[config.mk]
export PLATFORM = sky130hd
export DESIGN_NAME = id_ex_stage
export DESIGN_NICKNAME = d
export VERILOG_FILES = /design/src/rtl/id_ex_stage.sv
export SDC_FILE = /design/constraint.sdc
export NUM_CORES = 1
export LEC_CHECK = 0
export BUFFER_PORTS_ARGS = -buffer_cell sky130_fd_sc_hd__buf_4
export CAP_MARGIN = 20
export CELL_PAD_IN_SITES_DETAIL_PLACEMENT = 0
export CELL_PAD_IN_SITES_GLOBAL_PLACEMENT = 1
export CORE_AREA = 2 2 253 255
export CTS_BUF_LIST = sky130_fd_sc_hd__clkbuf_8
export CTS_CLUSTER_SIZE = 24
export DETAILED_ROUTE_END_ITERATION = 10
export DIE_AREA = 0 0 255 257
export PLACE_DENSITY_LB_ADDON = 0.1
export RECOVER_POWER = 100
export SYNTH_ARGS = -nofsm -noshare
export SYNTH_HDL_FRONTEND = slang
export SYNTH_SLANG_ARGS = --single-unit
[constraint.sdc]
create_clock -name clk -period 1.9 [get_ports clk]
set_input_delay 0.475 -clock clk [delete_from_list [all_inputs] [get_ports clk]]
set_output_delay 0.475 -clock clk [all_outputs]
set_load 0.02 [all_outputs]
[src/rtl/id_ex_stage.sv]
// ---------------------------------------------------------------------------
// id_ex_stage -- ID/EX pipeline register with valid/ready flow control.
//
// Captures the decoded instruction (PC, register indices, operand data,
// immediate and control byte) into the EX slot. It supports back-pressure
// from EX, flushing and bubble insertion, and keeps a saturating count of
// back-pressure cycles.
//
// Handshake: a transfer happens on a rising edge where valid && ready are
// both high. in_ready depends only on the EX slot state and out_ready. It
// never depends on in_valid, so there is no combinational loop back to
// decode. The EX slot holds its contents, unchanged, until out_ready is
// seen high.
//
// Optional feature: define ID_EX_WB_BYPASS_EN to forward the writeback
// port (wb_we/wb_rd/wb_data) into the operand data. Forwarding applies at
// load time and also while the slot is held. Without the macro the
// writeback port is ignored.
//
// Ports:
//   clk, reset              rising-edge clock, synchronous active-high reset
//   in_valid / in_ready     decode-side handshake
//   in_pc .. in_ctrl        decoded instruction fields
//   wb_we, wb_rd, wb_data   writeback port (used only with bypass enabled)
//   flush                   kill held and incoming instruction
//   out_valid / out_ready   EX-side handshake
//   out_pc .. out_ctrl      registered instruction fields (ctrl=0 when !valid)
//   stall_cnt               saturating count of out_valid && !out_ready cycles
// ---------------------------------------------------------------------------
module id_ex_stage (
  input  logic        clk,
  input  logic        reset,
  input  logic        in_valid,
  output logic        in_ready,
  input  logic [63:0] in_pc,
  input  logic [4:0]  in_rs1,
  input  logic [4:0]  in_rs2,
  input  logic [4:0]  in_rd,
  input  logic [63:0] in_rdata1,
  input  logic [63:0] in_rdata2,
  input  logic [63:0] in_imm,
  input  logic [7:0]  in_ctrl,
  input  logic        wb_we,
  input  logic [4:0]  wb_rd,
  input  logic [63:0] wb_data,
  input  logic        flush,
  output logic        out_valid,
  input  logic        out_ready,
  output logic [63:0] out_pc,
  output logic [63:0] out_rdata1,
  output logic [63:0] out_rdata2,
  output logic [63:0] out_imm,
  output logic [4:0]  out_rs1,
  output logic [4:0]  out_rs2,
  output logic [4:0]  out_rd,
  output logic [7:0]  out_ctrl,
  output logic [15:0] stall_cnt
);

  logic        valid_q, valid_d;
  logic [63:0] pc_q, pc_d;
  logic [63:0] rdata1_q, rdata1_d;
  logic [63:0] rdata2_q, rdata2_d;
  logic [63:0] imm_q, imm_d;
  logic [4:0]  rs1_q, rs1_d;
  logic [4:0]  rs2_q, rs2_d;
  logic [4:0]  rd_q, rd_d;
  logic [7:0]  ctrl_q, ctrl_d;
  logic [15:0] stall_q, stall_d;

  // Operand values that would be captured on a load.
  logic [63:0] ld_rdata1, ld_rdata2;

  assign in_ready = !valid_q || out_ready;

`ifdef ID_EX_WB_BYPASS_EN
  logic byp_ld1, byp_ld2, byp_hold1, byp_hold2;
  // wb_rd != 0 keeps x0 from ever being forwarded.
  assign byp_ld1   = wb_we && (wb_rd != 5'd0) && (wb_rd == in_rs1);
  assign byp_ld2   = wb_we && (wb_rd != 5'd0) && (wb_rd == in_rs2);
  assign byp_hold1 = wb_we && (wb_rd != 5'd0) && (wb_rd == rs1_q);
  assign byp_hold2 = wb_we && (wb_rd != 5'd0) && (wb_rd == rs2_q);
  assign ld_rdata1 = (in_rs1 == 5'd0) ? 64'd0 : (byp_ld1 ? wb_data : in_rdata1);
  assign ld_rdata2 = (in_rs2 == 5'd0) ? 64'd0 : (byp_ld2 ? wb_data : in_rdata2);
`else
  logic unused_wb;
  assign unused_wb = ^{wb_we, wb_rd, wb_data};
  assign ld_rdata1 = (in_rs1 == 5'd0) ? 64'd0 : in_rdata1;
  assign ld_rdata2 = (in_rs2 == 5'd0) ? 64'd0 : in_rdata2;
`endif

  always_comb begin
    valid_d  = valid_q;
    pc_d     = pc_q;
    rdata1_d = rdata1_q;
    rdata2_d = rdata2_q;
    imm_d    = imm_q;
    rs1_d    = rs1_q;
    rs2_d    = rs2_q;
    rd_d     = rd_q;
    ctrl_d   = ctrl_q;
    stall_d  = stall_q;

    // Every back-pressured cycle counts, including one that is also flushed.
    if (valid_q && !out_ready && (stall_q != 16'hFFFF)) begin
      stall_d = stall_q + 16'd1;
    end

    if (flush) begin
      // Flush beats both load and hold. Only the valid bit and the control
      // byte need clearing; the data fields are don't-care while invalid.
      valid_d = 1'b0;
      ctrl_d  = 8'd0;
    end else if (in_ready) begin
      if (in_valid) begin
        valid_d  = 1'b1;
        pc_d     = in_pc;
        rdata1_d = ld_rdata1;
        rdata2_d = ld_rdata2;
        imm_d    = in_imm;
        rs1_d    = in_rs1;
        rs2_d    = in_rs2;
        rd_d     = in_rd;
        ctrl_d   = in_ctrl;
      end else begin
        valid_d = 1'b0;
        ctrl_d  = 8'd0;
      end
    end else begin
      // Hold. With bypass enabled, a register written back while the slot
      // is stalled is refreshed in place, so EX never uses a stale operand.
`ifdef ID_EX_WB_BYPASS_EN
      if (byp_hold1) rdata1_d = wb_data;
      if (byp_hold2) rdata2_d = wb_data;
`endif
    end
  end

  always_ff @(posedge clk) begin
    if (reset) begin
      valid_q  <= 1'b0;
      pc_q     <= 64'd0;
      rdata1_q <= 64'd0;
      rdata2_q <= 64'd0;
      imm_q    <= 64'd0;
      rs1_q    <= 5'd0;
      rs2_q    <= 5'd0;
      rd_q     <= 5'd0;
      ctrl_q   <= 8'd0;
      stall_q  <= 16'd0;
    end else begin
      valid_q  <= valid_d;
      pc_q     <= pc_d;
      rdata1_q <= rdata1_d;
      rdata2_q <= rdata2_d;
      imm_q    <= imm_d;
      rs1_q    <= rs1_d;
      rs2_q    <= rs2_d;
      rd_q     <= rd_d;
      ctrl_q   <= ctrl_d;
      stall_q  <= stall_d;
    end
  end

  assign out_valid  = valid_q;
  assign out_pc     = pc_q;
  assign out_rdata1 = rdata1_q;
  assign out_rdata2 = rdata2_q;
  assign out_imm    = imm_q;
  assign out_rs1    = rs1_q;
  assign out_rs2    = rs2_q;
  assign out_rd     = rd_q;
  assign out_ctrl   = ctrl_q;
  assign stall_cnt  = stall_q;

endmodule
* Word level (Yosys, flattened, before mapping)
Index checks and enable logic that the tools add are counted.
W data, S select, Z words.
** Word-level totals
- Register bits :: 296
- Latch bits :: 0
- Memory bits (writable) :: 0
- Bits in read-only memories :: 0
- Output and inout bits :: 297
- Memories kept :: 0
** Operators by class
- $add $sub $neg :: 1
- Multiply operators :: 0
- Divide/modulo/power cells :: 0
- Magnitude comparators :: 0
- Eq/ne operators :: 1
- Shift-type cells :: 0
- Multiplexer cells :: 4
- Bitwise logic cells :: 1
- Reductions and logical operators :: 9
** Operators with widths (count)
- $mux W64 :: 2
- $add A16 B1 Y16 const B :: 1
- $ne A16 B16 Y1 const B :: 1
- $logic_not A5 Y1 :: 2
- $mux W8 :: 1
- $reduce_and A3 Y1 :: 1
- $logic_and A1 B1 Y1 :: 2
- $logic_not A1 Y1 :: 2
- $reduce_or A2 Y1 :: 1
- $logic_or A1 B1 Y1 :: 1
- $mux W1 :: 1
- $not A1 Y1 :: 1

* Logic depth before layout (Yosys ltp)
Gate-level depths: netlist of the first run.
- Word-level depth :: 3
- Mapped depth :: 9
- Depth with buffers taken out :: 5

* Worst setup path after synthesis of the first run
No wires, ideal clock.
- Path kind :: input port to flip-flop
- From :: input port in_valid
- To :: register rdata1_q[16], in the netlist out_rdata1[16]
- Setup time :: 0.128 ns
- Data arrival time :: 1.621 ns
- Path slack :: 0.152 ns
- Cell stages on the path :: 8
- Buffers on the path :: 4
- Cell sequence :: buf_2 > nand2b_2 > nand2b_1 > buf_2 > buf_2 > buf_2 > a22oi_1 > nor2_1
** On the way
- Longest elaborated chain between the ends :: 1
** Ends and longest elaborated chain
- start: declaration :: RTL line 33 : input logic in_valid,
- $reduce_and A3 Y1 (no line)
- end signal: assignment :: RTL line 154 : rdata1_q <= rdata1_d;
- end: declaration :: RTL line 62 : logic [63:0] rdata1_q, rdata1_d;
No other way between the ends.
A chain may end at the register's enable or synchronous reset.

* Worst setup path after layout of the first run
- From :: register valid_q, in the netlist out_valid
- To :: output port in_ready
** On the way
- Longest elaborated chain between the ends :: 2
** Ends and longest elaborated chain
- start: declaration :: RTL line 60 : logic valid_q, valid_d;
- start signal: assignment :: RTL line 152 : valid_q <= valid_d;
- $logic_not A1 Y1 :: RTL line 74 : assign in_ready = !valid_q || out_ready;
- $logic_or A1 B1 Y1 :: RTL line 74
- end: declaration :: RTL line 34 : output logic in_ready,
No other way between the ends.

==> results.json, run 1 <==
{
  "swShare_pct": 28.1,
  "std_cell_rows": 92,
  "yosysSeqAreaShare_pct": 57.3,
  "slew-limit-headroom_pct": 62.0,
  "synth_largest_type_area_fraction_pct": 57.3,
  "regToRegSetupSlack_ns": 0.12,
  "fin_worst_skew_ns": 0.0236,
  "power.total_mw": 15.1,
  "grt_start_max_net_pins": 63,
  "routedWlPerCell_um": 17.4,
  "crit_path_cell_trace": "nor2b_4 -> inv_6 -> buf_6",
  "core_ar_um2": 62700,
  "fraction_of_final_layout_cells_sized_beyond_drive_strength_1_pct": 26.3,
  "path_max_fanout": 2,
  "achievable-frequency_mhz": 557,
  "syn_to_final_growth_pct": 63.4,
  "async_reset_ff_share_pct": 0,
  "hold_path.class": "in -> reg",
  "syn-mean-instance-area_um2": 8.67,
  "power.clock.fraction_pct": 42.2,
  "met2_track_demand_over_resource_in_global_routing_pct": 23.9,
  "avgViaCountPerCell": 3.96,
  "initialDrtViolationCount": 440,
  "dpl_cell_area_um2": 16000,
  "tritoncts": "built",
  "total_area_of_multi_input_combinational_cells_um2": 3950,
  "placement.setup.worst_slack_ns": -0.278,
  "crit_share_post_route_pct": 94.6,
  "number_of_hold_violations_in_the_final_report": 0,
  "setup-violations-final": 0,
  "slew_violations": 0,
  "groute.layer.met1.usage_pct": 15.5,
  "synth_area_leader_cell": "sky130_fd_sc_hd__dfxtp_1",
  "synth.yosys.warnings": 0,
  "ys_seq_elements": 296,
  "synth.top_cells.by_area": "sky130_fd_sc_hd__dfxtp_1 (57%), sky130_fd_sc_hd__nand2_1 (11%), sky130_fd_sc_hd__a22oi_1 (9.3%)",
  "timing.critical_path.slowest_stage_cell": "sky130_fd_sc_hd__dfxtp_2",
  "number_of_synthesized_flops_with_an_enable_pin": 0,
  "cts_buffers": 59,
  "launching_element_of_the_worst_setup_path": "out_valid",
  "floorplan.die_area_um2": 65500,
  "rr_worst_depth": 6,
  "clock_tree.buffer_depth": 3,
  "num-fill-cells": 7124,
  "critical_path_arrival_ns": 1.32,
  "ir_drop_uv": 470,
  "postRouteWirelength_um": 48000,
  "path_clk_slew_ns": 0.06,
  "first_global_vias": 10987,
  "min_period_ns": 1.80,
  "path_type_of_the_worst_setup_path": "reg -> out",
  "drt-pass1-iter-count": 4,
  "global_route.overflow_total": 0,
  "critPathLaunchType": "flip-flop",
  "number_of_remaining_drc_errors": 0,
  "placement.io_buffers": 580,
  "post-route-util_pct": 26.9,
  "worst_pin_slew_ns": 0.565,
  "via_count": 10960,
  "synthCells": 1193,
  "die-height_um": 257,
  "antenna_viol_nets_final": 0,
  "effective_utilization_at_floorplan_pct": 16.5,
  "run_status": "finished clean",
  "netlist-cell-type-count": 45,
  "critical_path.top_delay_family": "flip-flops",
  "comb_power_share_pct": 13.9,
  "critPathCaptureType": "primary output",
  "netSwitchingPower_mw": 4.25,
  "clkSinkCount": 296,
  "share_seq_of_total_power_pct": 43.9,
  "grt_setup_unrepaired": "true",
  "final-seq-area_um2": 5930,
  "cpPeakStageDelay_ns": 0.32,
  "power_density_nw_per_um2": 894,
  "first_pass_grt_wire_length_um": 69900,
  "ys.flop_type": "sky130_fd_sc_hd__dfxtp_1",
  "wp_data_required_ns": 1.42,
  "total_nets_after_synthesis": 1548,
  "dpl.hpwl_um": 35300,
  "clock_insertion_delay_worst_skew_ns": 0.65,
  "die_x_extent_um": 255,
  "rr_endpoint": "stall_cnt[10]",
  "finish.instance_area_um2": 16900,
  "netlist_area_um2": 10300,
  "maxCapViolations": 0,
  "met3_usage_in_global_routing_pct": 6.63,
  "grt_most_used_layer": "met2",
  "groute.usage.overall_pct": 14.0,
  "r2r-start": "out_valid",
  "htree_levels": 2,
  "critPathCapture": "in_ready",
  "clock_tree.root_cell": "sky130_fd_sc_hd__clkbuf_8",
  "nets": 2234,
  "intPower_mw": 10.9,
  "ioPinCount": 651,
  "final.hold.worst_slack_ns": 0.0766,
  "place_congestion": 0.728,
  "power.leakage_nw": 6.85,
  "grt_antenna_before_repair": 3,
  "setup_slack_ns": 0.103,
  "worst-path-buf-inv": 2,
  "cp_num_cells": 3
}
## worst min-delay path by stage
stage | from | to | slack [ns] | cells after the start
floorplan | out_ctrl[0] | out_ctrl[0] | 0.53 | 2
global placement | out_ctrl[4] | out_ctrl[4] | 0.44 | 2
detailed placement | out_ctrl[2] | out_ctrl[2] | 0.44 | 2
CTS | in_rdata1[4] | out_rdata1[4] | 0.0007 | 3
global route | in_pc[41] | out_pc[41] | 0.01 | 3
finish | in_imm[37] | out_imm[37] | 0.08 | 3
## layout make-up
class | count | share of cell area (%)
inverter | 5 | 0.141
tap | 846 | 6.26
timing repair buffer | 720 | 28.4
clock buffer | 74 | 6.03
multi-input combinational | 797 | 23.4
clock inverter | 26 | 0.644
sequential | 296 | 35.1
antenna | 2 | 0.0296
## cells by family (layout without fill, tap and decap cells)
kind of cell             Yosys count  after routing  share of synthesized area (%)
AND/OR/NAND/NOR                  486            486                           19.3
buffers and inverters            100            825                           4.55
multiplexers                       2              2                          0.206
other                              0              2                              0
adder cells (fa/ha/maj)            1              1                          0.121
flip-flops                       296            296                           57.3
AO/OA/AOI/OAI                    308            308                           18.5
## state kept, by name (all words and copies together) (netlist names)
register / count
out_valid: 1
out_rs1: 5
out_rdata1: 64
out_imm: 64
out_rdata2: 64
stall_cnt: 16
out_pc: 64
out_ctrl: 8
out_rd: 5
out_rs2: 5
## through the flow
stage / std cells / TNS, ns
detailed placement: 2582 / -21.46
floorplan: 1193 / 0
finish: 2766 / 0
CTS: 2764 / -0.00159
global placement: 2582 / -20.10
global route: 2766 / -0.0183
## power by group through the flow
stage / clock network, mW / registers (mW) / logic, mW
after floorplan: 0 / 7.08 / 0.609
after global placement: 0 / 6.75 / 2.22
after detailed placement: 0 / 6.76 / 2.22
after CTS: 6.74 / 6.63 / 2.37
after global routing: 7.03 / 6.66 / 2.29
final: 6.38 / 6.62 / 2.10
## tightest hold or removal path, delay by kind of cell
family	cells	cell delay, ns
buffers and inverters	1	0.11
AOI/OAI and AO/OA	1	0.05
and+or+nand+nor	1	0.04
## metal layers
layer,routed length [um],vias to the layer above,share of wire (%)
met1,18500,5055,38
met4,927,2,1.9
li1,-,5420,-
met2,23100,415,48
met5,11,-,0.023
met3,5520,68,11
## Yosys cell counts, types with 2 or more instances
cell type	number
sky130_fd_sc_hd__a22oi_1	128
sky130_fd_sc_hd__nand3_1	11
sky130_fd_sc_hd__nand2_1	302
sky130_fd_sc_hd__a211oi_4	2
sky130_fd_sc_hd__nor4_1	3
sky130_fd_sc_hd__o21ai_0	4
sky130_fd_sc_hd__clkbuf_1	50
sky130_fd_sc_hd__a21oi_1	163
sky130_fd_sc_hd__nor3_1	5
sky130_fd_sc_hd__dfxtp_1	296
sky130_fd_sc_hd__buf_2	37
sky130_fd_sc_hd__or3_1	2
sky130_fd_sc_hd__or4_1	7
sky130_fd_sc_hd__buf_4	4
sky130_fd_sc_hd__nand4_1	3
sky130_fd_sc_hd__nand2b_1	3
sky130_fd_sc_hd__a31oi_1	2
sky130_fd_sc_hd__or2_2	2
sky130_fd_sc_hd__o31ai_1	7
sky130_fd_sc_hd__inv_1	4
sky130_fd_sc_hd__nor2_1	134
## cell usage in the layout (no fill, tap or decap), types with 3 or more instances in the layout
cell	instances
sky130_fd_sc_hd__buf_4	313
sky130_fd_sc_hd__nand2_1	302
sky130_fd_sc_hd__dfxtp_1	293
sky130_fd_sc_hd__clkbuf_1	231
sky130_fd_sc_hd__a21oi_1	163
sky130_fd_sc_hd__nor2_1	134
sky130_fd_sc_hd__a22oi_1	128
sky130_fd_sc_hd__dlygate4sd3_1	81
sky130_fd_sc_hd__clkbuf_8	74
sky130_fd_sc_hd__clkbuf_2	71
sky130_fd_sc_hd__inv_1	26
sky130_fd_sc_hd__buf_12	19
sky130_fd_sc_hd__nand3_1	11
sky130_fd_sc_hd__o31ai_1	7
sky130_fd_sc_hd__or4_1	7
sky130_fd_sc_hd__nor3_1	5
sky130_fd_sc_hd__nand4_1	4
sky130_fd_sc_hd__o21ai_0	4
sky130_fd_sc_hd__nor4_1	3
sky130_fd_sc_hd__dfxtp_2	3
## timing repair
action / CTS / global route
hold buffers: 81 / 0
pin swaps: 0 / 0
setup buffers: 2 / 0
setup endpoints to repair: 1 / 3
gates cloned: 0 / 0
resized for setup: 4 / 2
endpoints found under the hold margin: 81 / 0
No activity file was read; power rests on OpenSTA's default activity.
==> run 2, diff against run 1 <==
--- a/config.mk
+++ b/config.mk
@@ -16,6 +16,7 @@
 export DIE_AREA = 0 0 255 257
 export PLACE_DENSITY_LB_ADDON = 0.1
 export RECOVER_POWER = 100
+export REMOVE_ABC_BUFFERS = 1
 export SYNTH_ARGS = -nofsm -noshare
 export SYNTH_HDL_FRONTEND = slang
 export SYNTH_SLANG_ARGS = --single-unit
==> run 2 against run 1 <==
- largest power group unchanged
- fmax decreased by 0.22%
- total power increased by 0.73%
- register-to-register slack improved by 0.06 ns
- critical endpoint unchanged
- non-clock buffer count decreased by 37
- highest routed layer unchanged
==> results.json, run 2 (synthesis gave the netlist of run 1 again) <==
{
  "run_status": "finished clean",
  "path_type_of_the_worst_setup_path": "reg -> out",
  "layout.cells.non_filler": 2730,
  "crit_share_post_route_pct": 94.8,
  "htree_levels": 2,
  "clock_tree.buffer_depth": 3,
  "achievable-frequency_mhz": 555,
  "slew-limit-headroom_pct": 75.1,
  "critPathLaunchType": "flip-flop",
  "clock_insertion_delay_worst_skew_ns": 0.64,
  "syn_to_final_growth_pct": 70.4,
  "floorplan.die_area_um2": 65500,
  "fraction_of_final_layout_cells_sized_beyond_drive_strength_1_pct": 39.4,
  "global_route.overflow_total": 0,
  "first_global_vias": 10928,
  "number_of_remaining_drc_errors": 0,
  "path_clk_slew_ns": 0.06,
  "worst_pin_slew_ns": 0.370,
  "setup-violations-final": 0,
  "dpl.hpwl_um": 35600,
  "core_ar_um2": 62700,
  "total_area_of_multi_input_combinational_cells_um2": 3960,
  "min_period_ns": 1.80,
  "clock_tree.root_cell": "sky130_fd_sc_hd__clkbuf_8",
  "num-fill-cells": 6876,
  "finish.instance_area_um2": 17600,
  "grt_antenna_before_repair": 4,
  "via_count": 10861,
  "effective_utilization_at_floorplan_pct": 16.5,
  "std_cell_rows": 92,
  "crit_path_cell_trace": "nor2b_4 -> inv_4 -> buf_6",
  "ir_drop_uv": 419,
  "final_common_cell": "sky130_fd_sc_hd__buf_4",
  "power.total_mw": 15.2,
  "path_max_fanout": 2,
  "fin_worst_skew_ns": 0.0304,
  "nets": 2197,
  "slew_violations": 0,
  "ioPinCount": 651,
  "post-route-util_pct": 28.1,
  "placedCellCount": 2588,
  "die_x_extent_um": 255,
  "initialDrtViolationCount": 388,
  "grt_start_max_net_pins": 68,
  "critPathCaptureType": "primary output",
  "hold_path.class": "in -> reg",
  "tritoncts": "built",
  "routedWlPerCell_um": 17.7,
  "final-seq-area_um2": 5930,
  "wp_data_required_ns": 1.42,
  "drt-pass1-iter-count": 4,
  "maxCapViolations": 0,
  "groute.usage.overall_pct": 14.2,
  "postRouteWirelength_um": 48300,
  "timing.critical_path.slowest_stage_cell": "sky130_fd_sc_hd__dfxtp_2",
  "antenna_viol_nets_final": 0,
  "avgViaCountPerCell": 3.98,
  "critical_path_arrival_ns": 1.33,
  "number_of_hold_violations_in_the_final_report": 0,
  "first_pass_grt_wire_length_um": 70100,
  "cts_buffers": 59,
  "final.hold.worst_slack_ns": 0.0783,
  "final_cell_mix": "sky130_fd_sc_hd__buf_4 (622), sky130_fd_sc_hd__nand2_1 (302), sky130_fd_sc_hd__dfxtp_1 (294)",
  "placement.io_buffers": 580,
  "dpl_cell_area_um2": 16100,
  "power_density_nw_per_um2": 863,
  "power.leakage_nw": 7.77,
  "cpPeakStageDelay_ns": 0.33,
  "die-height_um": 257,
  "place_congestion": 0.727,
  "grt_setup_unrepaired": "true",
  "clkSinkCount": 296
}
## run 2: changes by cell type in the layout (fill, tap and decap cells not counted), sizes merged
cell         delta
buf           +311
clkbuf        -302
clkinv          -2
clkinvlp        -1
diode           -1
dlygate4sd3    -45
inv             +4
## run 2: timing repair
action / CTS / global route
hold endpoints to repair: 36 / 0
setup endpoints to repair: 2 / 4
pin swaps: 0 / 0
hold buffers: 36 / 0
gates resized for setup: 4 / 1
buffers inserted: 4 / 0
## run 2: area by class of cell
class | instances | share of cell area (%)
Antenna cell | 1 | 0.0142
Clock inverter | 27 | 0.575
Multi-Input combinational cell | 797 | 22.5
Clock buffer | 75 | 5.86
Timing Repair Buffer | 683 | 31.3
Sequential cell | 296 | 33.6
Tap cell | 846 | 6.01
Inverter | 5 | 0.121
## run 2: metal layers
| layer | wire length, um | share of wire, % | global-route usage [%] |
|---|---|---|---|
| met1 | 18900 | 39 | 15.9 |
| met2 | 23700 | 49 | 24.4 |
| met4 | 1400 | 2.9 | 5.00 |
| met3 | 4240 | 8.8 | 5.41 |
| met5 | 46 | 0.095 | 0 |
## run 2: report_power, final
part / switching, mW / total (mW) / internal [mW] / leakage (nW)
logic: 1.15 / 2.25 / 1.10 / 4.67
clock network: 2.85 / 6.33 / 3.47 / 0.683
registers: 0.144 / 6.63 / 6.49 / 2.42
## run 2: through the flow
stage | setup slack (ns) | TNS (ns)
after floorplan | -4.51 | -1180.15
final | 0.0995 | 0
after detailed placement | -0.0866 | -8.36
after CTS | -0.0453 | -0.0453
after global placement | -0.0367 | -1.60
after global routing | -0.0355 | -0.0355
## run 2: worst paths after layout
kind                 from             to  slack [ns]  depth (start not counted)
max             out_valid       in_ready         0.1                          3
min          in_rdata1[4]  out_rdata1[4]        0.08                          3
max reg2reg     out_valid    out_imm[15]        0.18                          9
min reg2reg   out_ctrl[4]    out_ctrl[4]        0.45                          2
## run 2: critical path: cells and delay by family (launching register included)
family	cells	cell delay, ns
AND/OR/NAND/NOR	1	0.18
buffers and inverters	2	0.20
flip-flops	1	0.33
==> run 3, diff against run 2 <==
--- a/config.mk
+++ b/config.mk
@@ -14,7 +14,7 @@
 export CTS_CLUSTER_SIZE = 24
 export DETAILED_ROUTE_END_ITERATION = 10
 export DIE_AREA = 0 0 255 257
-export PLACE_DENSITY_LB_ADDON = 0.1
+export PLACE_DENSITY = 0.5
 export RECOVER_POWER = 100
 export REMOVE_ABC_BUFFERS = 1
 export SYNTH_ARGS = -nofsm -noshare
==> run 3 against run 2 <==
- first-iteration DRC count rose by 48%
- sequential cell count did not move
- die area did not move
- clock skew fell by 0.012 ns
- global-route usage fell by 0.88 points
- setup slack got worse by 0.049 ns
- total power rose by 2.9%
- final area rose by 5.3%
- cell count rose by 3.5%
- non-clock buffer count rose by 89
- combinational power rose by 7%
- critical path depth did not move
- largest cell class is now buffers
- highest routed layer is now met4
==> results.json, run 3 (synthesis gave the netlist of run 1 again) <==
{
  "place_congestion": 0.759,
  "drt-pass1-iter-count": 6,
  "achievable-frequency_mhz": 541,
  "placement.io_buffers": 580,
  "critical_path_arrival_ns": 1.37,
  "r2r-start": "out_valid",
  "path_clk_slew_ns": 0.05,
  "fin_worst_skew_ns": 0.0185,
  "timing.hold.worst.start": "in_rdata1[8]",
  "final_common_cell": "sky130_fd_sc_hd__buf_4",
  "grt_setup_unrepaired": "true",
  "power_density_nw_per_um2": 843,
  "maxCapViolations": 0,
  "grt_start_max_net_pins": 76,
  "worst_pin_slew_ns": 0.384,
  "slew_violations": 0,
  "initialDrtViolationCount": 575,
  "floorplan.die_area_um2": 65500,
  "clock_insertion_delay_worst_skew_ns": 0.64,
  "clock_tree.buffer_depth": 3,
  "grt_most_used_layer": "met2",
  "number_of_hold_violations_in_the_final_report": 0,
  "min_period_ns": 1.85,
  "avgViaCountPerCell": 3.97,
  "met3_usage_in_global_routing_pct": 4.84,
  "path_max_fanout": 3,
  "whs_path_depth": 3,
  "tritoncts": "built",
  "fraction_of_final_layout_cells_sized_beyond_drive_strength_1_pct": 37.4,
  "crit_share_post_route_pct": 97.3,
  "ir_drop_uv": 445,
  "std_cell_rows": 92,
  "global_route.overflow_total": 0,
  "routedWlPerCell_um": 16.2,
  "slew-limit-headroom_pct": 74.3,
  "power.leakage_nw": 8.14,
  "clock_tree.root_cell": "sky130_fd_sc_hd__clkbuf_8",
  "first_global_vias": 11424,
  "power.total_mw": 15.7,
  "setup_slack_ns": 0.0507,
  "wp_data_required_ns": 1.42,
  "effective_utilization_at_floorplan_pct": 16.5,
  "number_of_remaining_drc_errors": 0,
  "placement.setup.worst_slack_ns": -0.0174,
  "setup-violations-final": 0,
  "via_count": 11203,
  "die_x_extent_um": 255,
  "dpl.hpwl_um": 33500,
  "ioPinCount": 651,
  "critPathLaunchType": "flip-flop",
  "post-route-util_pct": 29.6,
  "syn_to_final_growth_pct": 79.5,
  "met2_track_demand_over_resource_in_global_routing_pct": 23.2,
  "num-fill-cells": 6770,
  "final-seq-area_um2": 5930,
  "run_status": "finished clean",
  "core_ar_um2": 62700,
  "htree_levels": 2,
  "hold_path.class": "in -> reg",
  "nets": 2286,
  "rr_endpoint": "out_imm[4]",
  "grt_antenna_before_repair": 3,
  "final_cell_mix": "sky130_fd_sc_hd__buf_4 (619), sky130_fd_sc_hd__nand2_1 (302), sky130_fd_sc_hd__dfxtp_1 (295)",
  "rr_worst_depth": 8,
  "groute.layer.met1.usage_pct": 14.7,
  "setup-tns-final_ns": 0,
  "critPathCaptureType": "primary output",
  "hold_path_end": "out_rdata1[8]",
  "regToRegSetupSlack_ns": 0.17,
  "groute.usage.overall_pct": 13.3,
  "total_area_of_multi_input_combinational_cells_um2": 3960,
  "antenna_viol_nets_final": 0,
  "path_type_of_the_worst_setup_path": "reg -> out",
  "cts_buffers": 59,
  "die-height_um": 257,
  "clkSinkCount": 296,
  "first_pass_grt_wire_length_um": 67600,
  "postRouteWirelength_um": 45600
}
[run 3: cell types whose count changed in the layout (fill, tap and decap cells not counted), moves of 2 or more]
cell / previous run / this run
sky130_fd_sc_hd__buf_12: 23 / 21
sky130_fd_sc_hd__buf_4: 622 / 619
sky130_fd_sc_hd__bufinv_16: 0 / 2
sky130_fd_sc_hd__clkbuf_8: 75 / 73
sky130_fd_sc_hd__clkinv_2: 0 / 3
sky130_fd_sc_hd__diode_2: 1 / 3
sky130_fd_sc_hd__dlygate4sd3_1: 36 / 130
[run 3: routing by layer]
metal  up-vias  share of wire [%]
met5         -                  0
met4         0                2.8
met3        85                8.1
met2       361                 50
met1      5224                 39
li1       5533                  -
[run 3: metrics by stage]
stage	hold slack (ns)	std cells	area [um^2]
finish	0.0820	2825	18600
global route	0.0175	2825	18600
CTS	0.000192	2821	18500
detailed placement	0.447	2584	16000
global placement	0.440	2584	16000
floorplan	0.528	1098	9890
[run 3: power by group]
part | internal [mW] | switching, mW | total, mW
registers | 6.49 | 0.146 | 6.63
clock network | 3.70 | 2.93 | 6.63
logic | 1.21 | 1.19 | 2.40
[run 3: cell type report]
cell class / instances / share of cell area [%]
diodes: 3 / 0.0404
clock buffers: 73 / 5.41
clock inverters: 33 / 1.02
inverters: 5 / 0.142
multi-input cells: 797 / 21.3
flip-flops and latches: 296 / 31.9
well taps: 846 / 5.70
repair buffers: 772 / 34.4
[run 3: worst max path at each step]
stage | slack (ns) | from | to | depth (start not counted)
final | 0.05 | out_valid | in_ready | 3
after global routing | -0.05 | out_valid | in_ready | 3
after CTS | -0.03 | out_valid | in_ready | 3
after detailed placement | -0.02 | in_rs2[0] | out_rdata2[24] | 7
after global placement | 0.02 | in_rs2[0] | out_rdata2[5] | 7
after floorplan | -4.51 | out_valid | out_rdata1[0] | 5
[run 3: critical path, stage by stage (launching register included)]
cell and delay, ns:
sky130_fd_sc_hd__dfxtp_2 0.32, sky130_fd_sc_hd__nor2b_4 0.24, sky130_fd_sc_hd__inv_8 0.05, sky130_fd_sc_hd__buf_6 0.13
[run 3: what timing repair did]
item / in CTS / in global routing
hold buffers: 130 / 0
setup buffers: 2 / 1
endpoints found under the hold margin: 130 / 0
pin swaps: 0 / 0
gates resized for setup: 5 / 0
setup endpoints to repair: 1 / 1
